[config.mk]
export PLATFORM = sky130hd
export DESIGN_NAME = wb_sram_bridge
export DESIGN_NICKNAME = d
export VERILOG_FILES = /design/src/rtl/vsdmem_pkg.sv /design/src/rtl/sram_rd_pipe.sv /design/src/rtl/wb_sram_bridge.sv
export SDC_FILE = /design/constraint.sdc
export NUM_CORES = 1
export LEC_CHECK = 0
export CAP_MARGIN = 20
export CORE_MARGIN = 3
export CORE_UTILIZATION = 40
export CTS_CLUSTER_DIAMETER = 50
export DETAILED_ROUTE_END_ITERATION = 10
export PLACE_DENSITY = 0.81
export SLEW_MARGIN = 20
export SYNTH_ARGS = -nofsm -noshare
export SYNTH_HDL_FRONTEND = slang
export SYNTH_SLANG_ARGS = --single-unit
[constraint.sdc]
create_clock -name wb_clk_i -period 6.3 [get_ports wb_clk_i]
set_input_delay 0.945 -clock wb_clk_i [delete_from_list [all_inputs] [get_ports wb_clk_i]]
set_output_delay 0.945 -clock wb_clk_i [all_outputs]
set_load 0.005 [all_outputs]
[src/rtl/vsdmem_pkg.sv]
// Shared types and constants for the Wishbone SRAM bridge.
package vsdmem_pkg;

    typedef enum logic [1:0] {
        ST_IDLE,
        ST_MEM_WR,
        ST_RD_WAIT,
        ST_RESP
    } state_t;

    localparam int CTRL_RUN     = 0;
    localparam int CTRL_WRERR   = 1;
    localparam int CTRL_LAT_LSB = 8;

    // The control register lives just above the SRAM word space.
    function automatic int ctrl_sel_bit(input int aw);
        return aw;
    endfunction

    function automatic bit read_lat_ok(input int lat);
        return (lat >= 1) && (lat <= 4);
    endfunction

endpackage

[src/rtl/sram_rd_pipe.sv]
// Purpose: valid shift register that flags when an issued SRAM read has data on dout.
// Latency: done asserts READ_LAT cycles after the cycle chip select was low.
// Backpressure: none; one strobe per issued read, reads never stall.
module sram_rd_pipe #(
    parameter int READ_LAT = 1
) (
    input  logic wb_clk_i,
    input  logic wb_rst_i,
    input  logic issue,
    output logic done
);

    logic [READ_LAT-1:0] vld_sr;

    always_ff @(posedge wb_clk_i or posedge wb_rst_i) begin
        if (wb_rst_i) begin
            vld_sr <= '0;
        end else begin
            vld_sr[0] <= issue;
            for (int i = 1; i < READ_LAT; i++) begin
                vld_sr[i] <= vld_sr[i-1];
            end
        end
    end

    assign done = vld_sr[READ_LAT-1];

endmodule

[src/rtl/wb_sram_bridge.sv]
// Purpose: Wishbone-classic slave sharing a 1RW+1R SRAM with the core fetch port.
// Latency: ctrl/err ack in c1, writes in c2, reads in c2+READ_LAT.
// Backpressure: one transaction at a time; new requests wait in IDLE until ack drops.
module wb_sram_bridge
    import vsdmem_pkg::*;
#(
    parameter int AW       = 8,
    parameter int DW       = 32,
    parameter int READ_LAT = 1,
    parameter bit RUN_RST  = 1'b0
) (
    input  logic            wb_clk_i,
    input  logic            wb_rst_i,
    input  logic            wbs_cyc_i,
    input  logic            wbs_stb_i,
    input  logic            wbs_we_i,
    input  logic [DW/8-1:0] wbs_sel_i,
    input  logic [AW:0]     wbs_adr_i,
    input  logic [DW-1:0]   wbs_dat_i,
    output logic            wbs_ack_o,
    output logic            wbs_err_o,
    output logic [DW-1:0]   wbs_dat_o,
    output logic            core_rst_o,
    input  logic [AW-1:0]   core_addr_i,
    output logic [DW-1:0]   core_data_o,
    output logic            sram_csb0_o,
    output logic            sram_web0_o,
    output logic [DW/8-1:0] sram_wmask0_o,
    output logic [AW-1:0]   sram_addr0_o,
    output logic [DW-1:0]   sram_din0_o,
    input  logic [DW-1:0]   sram_dout0_i,
    output logic            sram_csb1_o,
    output logic [AW-1:0]   sram_addr1_o,
    input  logic [DW-1:0]   sram_dout1_i
);

    localparam int CTRL_SEL = ctrl_sel_bit(AW);

    if (!read_lat_ok(READ_LAT)) begin : g_lat_chk
        $error("wb_sram_bridge: READ_LAT must be 1..4");
    end

    state_t            state_q, state_d;
    logic              abort_q, abort_d;
    logic              ack_q, ack_d, err_q, err_d;
    logic [DW-1:0]     dat_q, ctrl_val;
    logic              run_q, run_nxt, wr_err_q, core_rst_q;
    logic              csb0_q, web0_q, csb1_q;
    logic [DW/8-1:0]   wmask0_q;
    logic [AW-1:0]     addr0_q, addr1_q;
    logic [DW-1:0]     din0_q;
    logic              p0_go, p0_we, p1_go, ctrl_wr, ctrl_rd, set_wrerr, cap, clr_dat;
    logic              req, is_ctrl, rd_issue, rd_done, p0_run;

    assign req     = wbs_cyc_i && wbs_stb_i;
    assign is_ctrl = wbs_adr_i[CTRL_SEL];

    always_comb begin
        ctrl_val                        = '0;
        ctrl_val[CTRL_RUN]              = run_q;
        ctrl_val[CTRL_WRERR]            = wr_err_q;
        ctrl_val[CTRL_LAT_LSB +: 8]     = 8'(READ_LAT);
    end

    // A read is in flight in the single cycle its chip select is low.
    assign rd_issue = (!csb0_q && web0_q) || !csb1_q;

    sram_rd_pipe #(.READ_LAT(READ_LAT)) u_rd_pipe (
        .wb_clk_i (wb_clk_i),
        .wb_rst_i (wb_rst_i),
        .issue    (rd_issue),
        .done     (rd_done)
    );

    always_comb begin
        state_d   = state_q;
        abort_d   = abort_q;
        ack_d     = 1'b0;
        err_d     = 1'b0;
        p0_go     = 1'b0;
        p0_we     = 1'b0;
        p1_go     = 1'b0;
        ctrl_wr   = 1'b0;
        ctrl_rd   = 1'b0;
        set_wrerr = 1'b0;
        cap       = 1'b0;
        clr_dat   = 1'b0;
        case (state_q)
            ST_IDLE: begin
                if (req) begin
                    if (is_ctrl) begin
                        ack_d   = 1'b1;
                        ctrl_wr = wbs_we_i;
                        ctrl_rd = !wbs_we_i;
                        state_d = ST_RESP;
                    end else if (wbs_we_i) begin
                        if (run_q) begin
                            err_d     = 1'b1;
                            set_wrerr = 1'b1;
                            state_d   = ST_RESP;
                        end else if (wbs_sel_i != '0) begin
                            p0_go   = 1'b1;
                            p0_we   = 1'b1;
                            state_d = ST_MEM_WR;
                        end else begin
                            ack_d   = 1'b1;
                            state_d = ST_RESP;
                        end
                    end else begin
                        p0_go   = !run_q;
                        p1_go   = run_q;
                        abort_d = 1'b0;
                        state_d = ST_RD_WAIT;
                    end
                end
            end
            ST_MEM_WR: begin
                ack_d   = wbs_cyc_i;
                state_d = wbs_cyc_i ? ST_RESP : ST_IDLE;
            end
            ST_RD_WAIT: begin
                // An abort is remembered so a re-raised cyc cannot collect stale data.
                if (!wbs_cyc_i) abort_d = 1'b1;
                if (rd_done) begin
                    if (abort_d) begin
                        state_d = ST_IDLE;
                    end else begin
                        cap     = 1'b1;
                        ack_d   = 1'b1;
                        state_d = ST_RESP;
                    end
                end
            end
            ST_RESP: begin
                clr_dat = 1'b1;
                state_d = ST_IDLE;
            end
            default: state_d = ST_IDLE;
        endcase
    end

    assign run_nxt = ctrl_wr ? wbs_dat_i[CTRL_RUN] : run_q;

    always_ff @(posedge wb_clk_i or posedge wb_rst_i) begin
        if (wb_rst_i) begin
            state_q    <= ST_IDLE;
            abort_q    <= 1'b0;
            ack_q      <= 1'b0;
            err_q      <= 1'b0;
            dat_q      <= '0;
            run_q      <= RUN_RST;
            core_rst_q <= !RUN_RST;
            wr_err_q   <= 1'b0;
            csb0_q     <= 1'b1;
            web0_q     <= 1'b1;
            wmask0_q   <= '0;
            addr0_q    <= '0;
            din0_q     <= '0;
            csb1_q     <= 1'b1;
            addr1_q    <= '0;
        end else begin
            state_q    <= state_d;
            abort_q    <= abort_d;
            ack_q      <= ack_d;
            err_q      <= err_d;
            run_q      <= run_nxt;
            core_rst_q <= !run_nxt;
            if (set_wrerr)
                wr_err_q <= 1'b1;
            else if (ctrl_wr && wbs_dat_i[CTRL_WRERR])
                wr_err_q <= 1'b0;
            if (clr_dat)
                dat_q <= '0;
            else if (ctrl_rd)
                dat_q <= ctrl_val;
            else if (cap)
                dat_q <= run_q ? sram_dout1_i : sram_dout0_i;
            csb0_q   <= !p0_go;
            web0_q   <= !(p0_go && p0_we);
            wmask0_q <= (p0_go && p0_we) ? wbs_sel_i : '0;
            if (p0_go) addr0_q <= wbs_adr_i[AW-1:0];
            if (p0_go && p0_we) din0_q <= wbs_dat_i;
            csb1_q   <= !p1_go;
            if (p1_go) addr1_q <= wbs_adr_i[AW-1:0];
        end
    end

    // Port 0 belongs to the core in RUN; reset forces it idle regardless of RUN_RST.
    assign p0_run = run_q && !wb_rst_i;

    assign sram_csb0_o   = p0_run ? 1'b0 : csb0_q;
    assign sram_web0_o   = p0_run ? 1'b1 : web0_q;
    assign sram_wmask0_o = p0_run ? '0 : wmask0_q;
    assign sram_addr0_o  = p0_run ? core_addr_i : addr0_q;
    assign sram_din0_o   = p0_run ? '0 : din0_q;
    assign core_data_o   = p0_run ? sram_dout0_i : '0;
    assign sram_csb1_o   = csb1_q;
    assign sram_addr1_o  = addr1_q;

    assign wbs_ack_o  = ack_q;
    assign wbs_err_o  = err_q;
    assign wbs_dat_o  = dat_q;
    assign core_rst_o = core_rst_q;

endmodule

-- Word level (Yosys, flattened, before mapping)
Index checks and enable logic that the tools add are counted.
- flip-flop bits (word level): 96
- input bits: 122
- output and inout bits: 122
- logic and storage cells: 109
- muxes and demuxes: 64
- reductions and logical operators: 22
- equal/unequal tests: 7
- operator list (kind ; number):
    2-to-1 mux 32 bit ; 6
    2-to-1 mux 1 bit ; 44
    2-to-1 mux 2 bit ; 8
    logical NOT 1 bit ; 9
    2-to-1 mux 4 bit ; 2
    2-to-1 mux 8 bit ; 1
    one-hot mux 2 bit (4 select lines) ; 1
    inequality test 2 bit, second input constant ; 3
    logical AND 1 bit ; 5
    equality test 2 bit, second input constant ; 2
    AND reduction 4 bit ; 1
    nonzero test 2 bit ; 2
    nonzero test 4 bit ; 1
    one-hot mux 1 bit (3 select lines) ; 1
    nonzero test 3 bit ; 1
    equality test 2 x 1 -> 1 bit, second input constant ; 1
    logical NOT 2 bit ; 1
    inequality test 2 x 1 -> 1 bit, second input constant ; 1
    one-hot mux 1 bit (2 select lines) ; 1
    AND reduction 2 bit ; 1
    logical OR 1 bit ; 1

-- Logic depth before layout (Yosys ltp)
- word-level depth: 9
- gate-level depth with buffers: 7
- gate-level depth less buffers: 4

-- Cells and area by module
A second synthesis with hierarchy kept.
- cell total of the unflattened synthesis: 407
- area, all modules: 4724.5 sq um
- by module, submodules not included (module ; sequential area each (sq um) ; area each (sq um) ; cells each ; times used):
    wb_sram_bridge ; 2382.3 ; 4695.8 ; 405 ; 1
    sram_rd_pipe ; 25.0 ; 28.8 ; 2 ; 1

-- Worst setup path after synthesis
Ideal clock, no wire load.
- kind: input-to-output
- start point: in wb_rst_i
- end point: out core_data_o[20]
- required time: 5.355 ns
- setup slack: 0.914 ns
- buffers on the path: 1
- arrival: 4.441 ns
- stages: 3
- cell sequence: inv_1 clkbuf_1 and3_1
- cells in the longest elaborated chain, start to end: 3
- RTL lines (item ; line ; RTL):
    start, declared ; wb_sram_bridge.sv:13 ; input logic wb_rst_i,
    logical NOT 1 bit ; wb_sram_bridge.sv:189 ; assign p0_run = run_q && !wb_rst_i;
    logical AND 1 bit ; wb_sram_bridge.sv:189 ;
    2-to-1 mux 32 bit ; wb_sram_bridge.sv:196 ; assign core_data_o = p0_run ? sram_dout0_i : '0;
    end, declared ; wb_sram_bridge.sv:25 ; output logic [DW-1:0] core_data_o,
No other way between the ends.

-- Final worst setup path
- start point: in wb_rst_i
- end point: out sram_addr0_o[0]
- cells in the longest elaborated chain, start to end: 3
- RTL lines (item ; line ; RTL):
    logical NOT 1 bit ; wb_sram_bridge.sv:189 ;
    logical AND 1 bit ; wb_sram_bridge.sv:189 ;
    2-to-1 mux 8 bit ; wb_sram_bridge.sv:194 ; assign sram_addr0_o = p0_run ? core_addr_i : addr0_q;
    end, declared ; wb_sram_bridge.sv:29 ; output logic [AW-1:0] sram_addr0_o,
No other way between the ends.

==> metrics.md <==
| Metric | Value |
|---|---|
| Mapped Cells | `405` |
| Min-delay worst type | `flop to flop` |
| Routed wire per std cell | `around 18 um` |
| Dpl cell area | `between 7000 and 8000 sq um` |
| Routed wire length | `about 14000 um` |
| Result of the run | `finished clean` |
| Fraction of synthesis flops using an asynchronous set or reset pin | `100%` |
| Power Density | `364 nW/um^2` |
| Slew at the pin closest to its max-slew limit | `1.04 ns` |
| Flip-flop and latch count after synthesis | `96` |
| Critical setup path kind | `input port to output port` |
| Cell type with the highest aggregate area in the netlist | `sky130_fd_sc_hd__dfrtp_1` |
| Clock share of power | `21.5%` |
| Number of top-level pins | `244` |
| Final setup slack of the worst path | `about 2.2 ns` |
| Last weighted congestion value of the routability-driven placer | `roughly 0.74` |
| Antenna viol nets, final | `0` |
| Library cells used by synthesis | `40` |
| Post-route cell area | `7440 sq um` |
| Count of flip-flops with a built-in enable after synthesis | `0` |
| Drt drc | `0` |
| Reg clk slew, reported paths | `0.06 ns` |
| Worst Path Arrival | `3.17 ns` |
| Startpoint type of the worst setup path | `input port` |
| Clock Tree Root | `sky130_fd_sc_hd__clkbuf_16` |
| Sequential group share of total power | `34.6%` |
| Static leakage | `~0.0032 uW` |
| Post-synthesis net count | `527` |
| Non-filler instance count after layout | `776` |
| Proportion of power drawn by combinational gates | `43.9%` |
| Relative max-transition margin | `30.3%` |
| Final Hold Viols | `0` |
| Internal portion of total power | `~1900 uW` |
| Growth of design area from synthesis to finish | `61.0%` |
| Post-Syn Area per Cell | `between 10 and 15 sq um` |
| Floorplan die area | `12900 sq um` |
| Clock net sink count | `96` |
| FILL cells | `896` |
| Yosys warning total | `0` |
| Later-pin clock latency in the skew report | `0.33 ns` |
| First-pass iteration count of the detailed router | `4` |
| Worst-case vdd ir drop | `roughly 270 uV` |
| Initial antenna violation count | `0` |
| Via count of the first global-routing pass | `4305` |
| Largest net degree at the start of global routing | `72` |
| TritonCTS clock tree | `done` |
| Setup repair after global routing missed its margin | `false` |
| Worst clock skew on the final layout | `0.00501 ns` |
| Sequential share of the synthesized area | `52.1%` |
| Post-detailed-route via-to-cell ratio | `5.16` |
| Dpl cells | `760` |
| Minimum setup slack after placement | `2.15 ns` |
| Achievable Freq | `243 MHz` |
| Horizontal die dimension | `approximately 110 um` |
| Starting density of the core | `about two fifths` |
| Max capacitance violation total | `0` |
| Fraction of final layout cells sized beyond drive strength 1 | `between 10% and 20%` |
| Critical path endpoint category | `output port` |
| Synthesized area | `4620 sq um` |
| # H-tree levels | `3` |
| Commonest non-fill, non-tap cell in the layout | `sky130_fd_sc_hd__clkdlybuf4s50_1` |
| Hold Buf Count CTS | `0` |
| Ant. Diodes | `0` |
| # Post-CTS Setup Buffers | `0` |
| Height of the chip | `around 110 um` |
| Number of failing setup endpoints in the final timing report | `0` |
| First-pass GRT wire length | `22500 um` |
| Cts repair resizes | `0` |
| Drt first-iter violations | `164` |
| Critical-path maximum fanout | `45` |
| Final critical-path share of the clock period | `between 60% and 70%` |
| Req. time, crit path | `5.35 ns` |
| Switching power | `782 uW` |
| Cts bufs inserted | `9` |
| Most used cells in the layout excluding fill and tap cells | `sky130_fd_sc_hd__clkdlybuf4s50_1 (243), sky130_fd_sc_hd__dfrtp_1 (91), sky130_fd_sc_hd__mux2_2 (56)` |
| Post-synth top flop | `sky130_fd_sc_hd__dfrtp_1` |
| Post-detail-place hpwl | `10600 um` |
| Switching Share | `28.9%` |
| Final total negative setup slack | `0 ns` |
| Maximum buffer depth of the clock tree | `2` |
| Input/output buffers | `~240` |
| Biggest area contributors in the synthesized netlist | `sky130_fd_sc_hd__dfrtp_1 (50%), sky130_fd_sc_hd__mux2_2 (14%), sky130_fd_sc_hd__mux2i_1 (6.7%)` |
| Overall via count from detail_route | `roughly 4000` |
| Nets@finish | `753` |
| Row count | `38` |
| Number of slew-limit violations in the final report | `0` |
| Residual overflow from global routing | `0` |
| Combined global-route utilization of all metal layers | `22.0%` |
| Time the final worst path needs with I/O delays and setup | `roughly 4.1 ns` |
| Area of the core | `11100 sq um` |
| Fraction of post-synthesis cell area in the top cell type by area | `49.8%` |
[synthesized netlist by cell type (5+ instances only)]
master and n:
sky130_fd_sc_hd__inv_1 9, sky130_fd_sc_hd__mux2i_1 31, sky130_fd_sc_hd__a211oi_1 9, sky130_fd_sc_hd__o21ai_0 6, sky130_fd_sc_hd__and3_1 33, sky130_fd_sc_hd__o22ai_1 23
sky130_fd_sc_hd__and2_1 5, sky130_fd_sc_hd__clkbuf_1 24, sky130_fd_sc_hd__dfrtp_1 92, sky130_fd_sc_hd__nor2_1 13, sky130_fd_sc_hd__nor2b_1 37, sky130_fd_sc_hd__mux2_2 56
sky130_fd_sc_hd__nand2_1 28
[final cells by class]
type                       instances  area [sq um]  share of cell area (%)
sequential                        96          2410                    32.4
clock inverter                     7          96.3                    1.29
multi-input combinational        269          2050                    27.5
tap                              140           175                    2.35
timing repair buffer             246          2450                    33.0
inverter                           9          36.3                   0.487
clock buffer                       9           225                    3.03
[state kept, by name (all words and copies together) (netlist names), 2 cells and up]
signal,count
state_q,2
wmask0_q,4
sram_addr1_o,8
din0_q,32
wbs_dat_o,32
addr0_q,8
[critical path, cell delays in order]
cell and delay [ns]:
sky130_fd_sc_hd__clkdlybuf4s50_1 0.51, sky130_fd_sc_hd__nor2_4 0.82, sky130_fd_sc_hd__mux2_2 0.43, sky130_fd_sc_hd__clkdlybuf4s50_1 0.45
[final timing paths]
check                             from              end  slack (ns)  cells after the start
setup / recovery              wb_rst_i  sram_addr0_o[0]        2.18                      4
min in group asynchronous     wb_rst_i    wbs_dat_o[15]        1.14                      2
hold reg to reg            sram_csb1_o   u_rd_pipe.done        0.48                      1
setup reg to reg            state_q[0]     wbs_dat_o[8]        3.81                      4
hold / removal             sram_csb1_o   u_rd_pipe.done        0.48                      1
max in group asynchronous     wb_rst_i            run_q        3.84                      3
[power by group through the flow]
stage	sequential, uW	combinational, uW	clock (uW)
final	937	1190	581
after global routing	965	1290	618
after CTS	940	1210	596
after detailed placement	950	1200	0
after global placement	935	1170	0
after floorplan	914	578	0
[per-stage QoR]
stage,utilization (%),hold slack (ns),total power (uW)
global route,67.2,0.514,2880
detailed placement,64.2,0.467,2150
finish,67.2,0.482,2710
floorplan,-,0.443,1490
CTS,67.1,0.482,2740
global placement,64.2,0.481,2110
[kinds of logic after synthesis]
| family | Yosys count | synth area share (%) |
|---|---|---|
| compound gates | 52 | 7.66 |
| buf+inv | 40 | 4.03 |
| simple gates | 130 | 15.9 |
| mux | 87 | 20.3 |
| flops | 96 | 52.1 |
[layer usage]
metal | GRT usage, % | wire [um] | up-vias
met5 | 0 | 0 | -
met4 | 7.85 | 330 | 0
met3 | 6.90 | 1340 | 21
met2 | 38.8 | 7230 | 174
met1 | 25.1 | 5150 | 1932
li1 | - | - | 1879
(Power assumes the default switching activity.)
